[src/rtl/storage_ram_dp_pkg.sv]
// ============================================================================
// storage_ram_dp_pkg : shared types and helpers for the dual-port storage RAM
// Revision: 1.0
// ============================================================================
`default_nettype none

package storage_ram_dp_pkg;

  typedef enum logic [1:0] {
    ST_CLEAR    = 2'd0,
    ST_IDLE_RUN = 2'd1,
    ST_RUN      = 2'd2
  } state_e;

  localparam int c_BYTE_W = 8;

  function automatic int byte_lanes(input int data_width);
    return data_width / c_BYTE_W;
  endfunction

  function automatic int read_latency(input int out_reg);
    return 1 + out_reg;
  endfunction

endpackage

`default_nettype wire

[src/rtl/storage_ram_core.sv]
// ============================================================================
// storage_ram_core : raw simple-dual-port array, byte-enable write, registered read
// Revision: 1.0
// ============================================================================
`default_nettype none

module storage_ram_core
  import storage_ram_dp_pkg::*;
#(
  parameter int DATA_WIDTH = 16,
  parameter int ADDR_WIDTH = 8
) (
  input  logic                    clk,
  input  logic                    we,
  input  logic [ADDR_WIDTH-1:0]   waddr,
  input  logic [DATA_WIDTH-1:0]   wdata,
  input  logic [DATA_WIDTH/8-1:0] wbe,
  input  logic                    re,
  input  logic [ADDR_WIDTH-1:0]   raddr,
  output logic [DATA_WIDTH-1:0]   rdata
);

  localparam int c_LANES = byte_lanes(DATA_WIDTH);
  localparam int c_DEPTH = 2**ADDR_WIDTH;

  logic [DATA_WIDTH-1:0] r_mem [0:c_DEPTH-1];
  logic [DATA_WIDTH-1:0] r_rdata;

  // No reset here so the array and read register map onto block RAM.
  always_ff @(posedge clk) begin
    if (we) begin
      for (int i = 0; i < c_LANES; i++) begin
        if (wbe[i]) begin
          r_mem[waddr][c_BYTE_W*i +: c_BYTE_W] <= wdata[c_BYTE_W*i +: c_BYTE_W];
        end
      end
    end
    if (re) begin
      r_rdata <= r_mem[raddr];
    end
  end

  assign rdata = r_rdata;

endmodule

`default_nettype wire

[src/rtl/storage_ram_dp.sv]
// ============================================================================
// storage_ram_dp : simple dual-port storage RAM with clear sweep, byte enables,
//                  read-valid handshake, optional output register
// Revision: 1.0
// ============================================================================
`default_nettype none

module storage_ram_dp
  import storage_ram_dp_pkg::*;
#(
  parameter int                    DATA_WIDTH     = 16,
  parameter int                    ADDR_WIDTH     = 8,
  parameter int                    OUT_REG        = 0,
  parameter int                    RDW_NEW        = 1,
  parameter int                    CLEAR_ON_RESET = 1,
  parameter logic [DATA_WIDTH-1:0] CLEAR_VALUE    = '0
) (
  input  logic                    clk,
  input  logic                    rst_n,
  input  logic                    wr_en,
  input  logic [ADDR_WIDTH-1:0]   wr_addr,
  input  logic [DATA_WIDTH-1:0]   wr_data,
  input  logic [DATA_WIDTH/8-1:0] wr_be,
  input  logic                    rd_en,
  input  logic [ADDR_WIDTH-1:0]   rd_addr,
  output logic [DATA_WIDTH-1:0]   rd_data,
  output logic                    rd_valid,
  output logic                    ready
);

  localparam int c_LANES   = byte_lanes(DATA_WIDTH);
  localparam int c_LATENCY = read_latency(OUT_REG);

  state_e                  r_state;
  state_e                  w_state_nxt;
  logic [ADDR_WIDTH:0]     r_clr_cnt;
  logic [ADDR_WIDTH:0]     w_clr_cnt_nxt;
  logic                    w_clr_we;
  logic                    w_ready;
  logic                    w_wr_acc;
  logic                    w_rd_acc;

  logic                    w_mem_we;
  logic [ADDR_WIDTH-1:0]   w_mem_waddr;
  logic [DATA_WIDTH-1:0]   w_mem_wdata;
  logic [c_LANES-1:0]      w_mem_wbe;
  logic [DATA_WIDTH-1:0]   w_core_rdata;

  logic                    r_vld1;
  logic                    r_col_hit;
  logic [DATA_WIDTH-1:0]   r_col_data;
  logic [c_LANES-1:0]      r_col_be;
  logic [DATA_WIDTH-1:0]   w_rd_word;

  // ---------------------------------------------------------------- clear FSM
  always_ff @(posedge clk) begin
    if (!rst_n) begin
      r_state   <= (CLEAR_ON_RESET != 0) ? ST_CLEAR : ST_IDLE_RUN;
      r_clr_cnt <= '0;
    end else begin
      r_state   <= w_state_nxt;
      r_clr_cnt <= w_clr_cnt_nxt;
    end
  end

  always_comb begin
    w_state_nxt   = r_state;
    w_clr_cnt_nxt = r_clr_cnt;
    w_clr_we      = 1'b0;
    case (r_state)
      ST_CLEAR: begin
        w_clr_we      = rst_n;
        w_clr_cnt_nxt = r_clr_cnt + 1'b1;
        // MSB of the widened counter flags that the last word was just written.
        if (w_clr_cnt_nxt[ADDR_WIDTH]) begin
          w_state_nxt = ST_RUN;
        end
      end
      ST_IDLE_RUN: w_state_nxt = ST_RUN;
      ST_RUN:      w_state_nxt = ST_RUN;
      default:     w_state_nxt = ST_RUN;
    endcase
  end

  assign w_ready  = (r_state == ST_RUN);
  assign ready    = w_ready;
  assign w_wr_acc = w_ready & wr_en;
  assign w_rd_acc = w_ready & rd_en;

  // ---------------------------------------------------------------- write mux
  assign w_mem_we    = w_clr_we | w_wr_acc;
  assign w_mem_waddr = w_clr_we ? r_clr_cnt[ADDR_WIDTH-1:0] : wr_addr;
  assign w_mem_wdata = w_clr_we ? CLEAR_VALUE : wr_data;
  assign w_mem_wbe   = w_clr_we ? {c_LANES{1'b1}} : wr_be;

  storage_ram_core #(
    .DATA_WIDTH (DATA_WIDTH),
    .ADDR_WIDTH (ADDR_WIDTH)
  ) u_core (
    .clk   (clk),
    .we    (w_mem_we),
    .waddr (w_mem_waddr),
    .wdata (w_mem_wdata),
    .wbe   (w_mem_wbe),
    .re    (w_rd_acc),
    .raddr (rd_addr),
    .rdata (w_core_rdata)
  );

  // ------------------------------------------------------ collision / valid
  always_ff @(posedge clk) begin
    if (!rst_n) begin
      r_vld1    <= 1'b0;
      r_col_hit <= 1'b0;
    end else begin
      r_vld1 <= w_rd_acc;
      if (w_rd_acc) begin
        r_col_hit <= w_wr_acc && (wr_addr == rd_addr);
      end
    end
  end

  always_ff @(posedge clk) begin
    if (w_rd_acc) begin
      r_col_data <= wr_data;
      r_col_be   <= wr_be;
    end
  end

  // The core returns the pre-write word; splice in the colliding bytes if asked.
  for (genvar i = 0; i < c_LANES; i++) begin : g_merge
    assign w_rd_word[c_BYTE_W*i +: c_BYTE_W] =
      ((RDW_NEW != 0) && r_col_hit && r_col_be[i]) ? r_col_data[c_BYTE_W*i +: c_BYTE_W]
                                                   : w_core_rdata[c_BYTE_W*i +: c_BYTE_W];
  end

  // ------------------------------------------------------------- output stage
  if (c_LATENCY == 1) begin : g_out_direct
    logic r_rd_seen;

    // The core register has no reset, so mask it until the first read lands.
    always_ff @(posedge clk) begin
      if (!rst_n) begin
        r_rd_seen <= 1'b0;
      end else if (w_rd_acc) begin
        r_rd_seen <= 1'b1;
      end
    end

    assign rd_data  = r_rd_seen ? w_rd_word : '0;
    assign rd_valid = r_vld1;
  end else begin : g_out_reg
    logic [DATA_WIDTH-1:0] r_rd_data;
    logic                  r_vld2;

    always_ff @(posedge clk) begin
      if (!rst_n) begin
        r_rd_data <= '0;
        r_vld2    <= 1'b0;
      end else begin
        r_vld2 <= r_vld1;
        if (r_vld1) begin
          r_rd_data <= w_rd_word;
        end
      end
    end

    assign rd_data  = r_rd_data;
    assign rd_valid = r_vld2;
  end

endmodule

`default_nettype wire

[config.mk]
export PLATFORM = sky130hd
export DESIGN_NAME = storage_ram_dp
export DESIGN_NICKNAME = d
export VERILOG_FILES = /design/src/rtl/storage_ram_dp_pkg.sv /design/src/rtl/storage_ram_core.sv /design/src/rtl/storage_ram_dp.sv
export SDC_FILE = /design/constraint.sdc
export NUM_CORES = 2
export LEC_CHECK = 0
export BUFFER_PORTS_ARGS = -buffer_cell sky130_fd_sc_hd__buf_4
export CAP_MARGIN = 20
export CELL_PAD_IN_SITES_DETAIL_PLACEMENT = 1
export CELL_PAD_IN_SITES_GLOBAL_PLACEMENT = 2
export CORE_UTILIZATION = 46
export DETAILED_ROUTE_END_ITERATION = 10
export GPL_ROUTABILITY_DRIVEN = 1
export GPL_TIMING_DRIVEN = 1
export PLACE_DENSITY_LB_ADDON = 0.2
export RECOVER_POWER = 100
export SLEW_MARGIN = 20
export SYNTH_ARGS = -nofsm -noshare
export SYNTH_HDL_FRONTEND = slang
export SYNTH_SLANG_ARGS = --single-unit
[constraint.sdc]
create_clock -name clk -period 5.4 [get_ports clk]
set_clock_uncertainty 0.1 [all_clocks]
set_input_delay 0 -clock clk [delete_from_list [all_inputs] [get_ports clk]]
set_output_delay 0 -clock clk [all_outputs]
set_load 0.03 [all_outputs]
==> flow_summary.yaml <==
final_layout:
  finish.instance_area_um2: 182000
  layout-drive-gt1-share_pct: 20.9
  num-fill-cells: 30500
  final_net_count: 8122
  area_growth_pct: 12.5
logic_synthesis:
  synth.net_count: 7832
  synth_flop_cell: "edfxtp_1"
  synth.top_cells.by_area: "edfxtp_1, mux4_2, mux2i_1"
  synth_cells: 7793
  syn-mean-instance-area_um2: 20.8
  synthTopCellsByCount: "edfxtp_1, mux4_2, mux2i_1, nor2_1, clkbuf_1"
  synth_async_sr_flop_share_pct: 0
  synth.yosys.seq_area_share_pct: 76.8
  synth_enable_flop_cells: 4130
  synth_area_leader_cell: "edfxtp_1"
  synth.top_cell.area_share_pct: 76.6
  synth_most_common_cell: "edfxtp_1"
  synth_seq_cells: 4143
  synth.distinct_cells: 65
  synth_warnings: 0
  post_synth_instance_area_um2: 162000
timing:
  maxClockFrequency_mhz: 206
  timing.final.setup_violations: 0
  maxSlewViolCount: 1835
  max-slew-margin-rel_pct: -91.1
  timing.final.hold_violations: 1
  clock_period_minus_worst_slack_ns: 4.86
  fin_crit_sh_pct: 90.0
  worst_pin_slew_ns: 2.87
  rsz_0062_raised_after_global_routing: "false"
  fin_hold_ws_ns: -0.00180
  setup_total_negative_slack_ns: 0
power:
  cellLeakagePower_nw: 57.5
  irDropWorstVdd_uv: 313
  power_density_nw_per_um2: 376
floorplan:
  initial_core_util_pct: 46.3
  core_region_area_um2: 350000
  die_y_um: 595
  rows: 217
  die-width_um: 595
  num_io_pins: 56
  fp.dieArea_um2: 354000
route:
  drt-total-wl_mm: 459
  detail-route-antenna-nets: 0
  wire_per_inst_um: 35.1
  detailedRoute.firstIterationViolations: 8916
  detailedRoute.firstPassIterationCount: 5
  via_count: 80800
  detail_route.drc_violations: 0
  post_drt_via_cell_ratio: 6.19
critical_path:
  timing.critical_path.to_type: "register"
  timing.critical_path.arrival_ns: 5.59
  cp.required_ns: 6.13
  critPathMaxFanout: 38
  crit_type: "input port to register"
  worst_setup_path_start_kind: "input port"
global_route:
  vias_in_the_first_global_route: 83900
  global_route_wire_length_before_repair_mm: 646
  grt_antenna_before_repair: 24
  globalRoute.totalOverflow: 0
  largest_net_degree_at_the_start_of_global_routing: 121
  grt_usage_pct: 25.6
run_status:
  violations_in_the_final_reports: "hold timing, capacitance limit, slew limit"
  status: "finished, violations left"
cts:
  cts.hold.buffers_added: 45
  worstSkewPairLatency_ns: 1.00
  clk_transition_reported_paths_ns: 0.06
  clock_sink_count: 4143
  cts_tree: "done"
  cts_max_level: 5
  cts_made_buffers: 428
  cts_root_buf: "clkbuf_16"
  post_cts_resized: 0
  post_cts.repair.setup_buffers: 0
  clock_tree.buffer_depth: 4
placed_design:
  post-dp-hpwl_mm: 284
  area_after_detailed_placement_um2: 168000
  io_port_bufs: 55
  gp_congestion: 0.821
job:
  drv_cap: 39
min_path:
  worst_hold_check_path_type: "input port to register"
-- metrics by stage --
step           instances  util, %  worst slack, ns  power, mW
5_1_grt            13100     52.0            0.473       70.1
4_1_cts            13100     52.2             1.07       69.0
3_5_place_dp       12200     48.1            0.694       39.6
6_report           13100     52.1            0.541       68.5
3_3_place_gp       12200     48.0            0.673       39.5
2_1_floorplan       7793        -           -0.296       38.2
-- flip-flops by register name, indices dropped and copies added, names as in the netlist --
| name | flops |
|---|---|
| g_out_direct.r_rd_seen | 1 |
| r_col_data | 16 |
| u_core.rdata | 16 |
| r_state | 1 |
| rd_valid | 1 |
| u_core.r_mem | 4096 |
| r_col_be | 2 |
| r_clr_cnt | 9 |
| r_col_hit | 1 |
-- power by group --
group / leakage, nW / total [mW] / switching, mW / internal [mW]
registers: 37.8 / 35.4 / 0.0118 / 35.4
clock network: 6.84 / 29.7 / 12.5 / 17.1
logic: 12.8 / 3.44 / 2.33 / 1.11
total: 57.5 / 68.5 / 14.9 / 53.7
-- layer usage --
| metal | GRT usage, % | wire (µm) |
|---|---|---|
| met1 | 35.9 | 192000 |
| met2 | 42.1 | 224000 |
| met3 | 3.22 | 26600 |
| met5 | 0 | 0 |
| met4 | 7.89 | 15600 |
-- layout by cell type, fill, tap and decap left out, drive strengths merged, types with 19 or more instances in the layout --
cell type | netlist | final
clkbuf | 233 | 634
o31ai | 26 | 26
and2 | 38 | 38
o221ai | 180 | 180
a22oi | 38 | 38
a21oi | 110 | 110
nand2 | 118 | 118
a211oi | 23 | 23
o311ai | 28 | 28
nand3 | 25 | 25
edfxtp | 4130 | 4130
bufinv | 0 | 46
nor3 | 90 | 90
mux4 | 839 | 839
o22ai | 149 | 149
or3 | 27 | 27
dlygate4sd3 | 0 | 45
mux2i | 561 | 561
buf | 264 | 208
a221oi | 29 | 29
nand3b | 19 | 19
o21ai | 72 | 72
nor2 | 550 | 550
a22o | 31 | 31
clkinv | 1 | 197
nor4 | 41 | 41
-- final timing paths --
path                                  start                         endpoint  slack [ns]  cells after the start
hold reg to reg   r_clr_cnt[8]$_SDFFE_PN0N_        r_clr_cnt[8]$_SDFFE_PN0N_        0.39                      2
setup / recovery                 rd_addr[1]        u_core.rdata[5]$_DFFE_PP_        0.54                      9
setup reg to reg    r_state[1]$_SDFFE_PN0P_  u_core.r_mem[133][15]$_DFFE_PP_        0.63                      4
hold / removal                   rd_addr[2]        u_core.rdata[7]$_DFFE_PP_      -0.002                      5
-- cells by family after synthesis --
family | synth area share, %
multiplexers | 15.2
AO/OA/AOI/OAI | 3.29
flip-flops | 76.8
buffers and inverters | 1.87
adder cells (fa/ha/maj) | 0.00773
XOR/XNOR | 0.0812
AND/OR/NAND/NOR | 2.75
-- final cells by class --
cell class / instances / area [µm²] / share of cell area (%)
Clock inverter: 269 / 2640 / 1.45
Tap cell: 4599 / 5750 / 3.16
Antenna cell: 12 / 30.0 / 0.0165
Timing Repair Buffer: 357 / 3160 / 1.73
Sequential cell: 4143 / 124000 / 68.3
Clock buffer: 531 / 11400 / 6.25
Multi-Input combinational cell: 3146 / 34800 / 19.1
Inverter: 7 / 38.8 / 0.0213
-- critical path: stages --
cell	delay [ns]
buf_8	0.21
or2_1	1.13
clkbuf_1	0.81
o221ai_1	0.60
o22ai_1	0.15
o21ai_0	0.71
nand2_1	0.26
a2111oi_1	1.20
o2111a_1	0.34
Power figures use the tool's default switching activity.
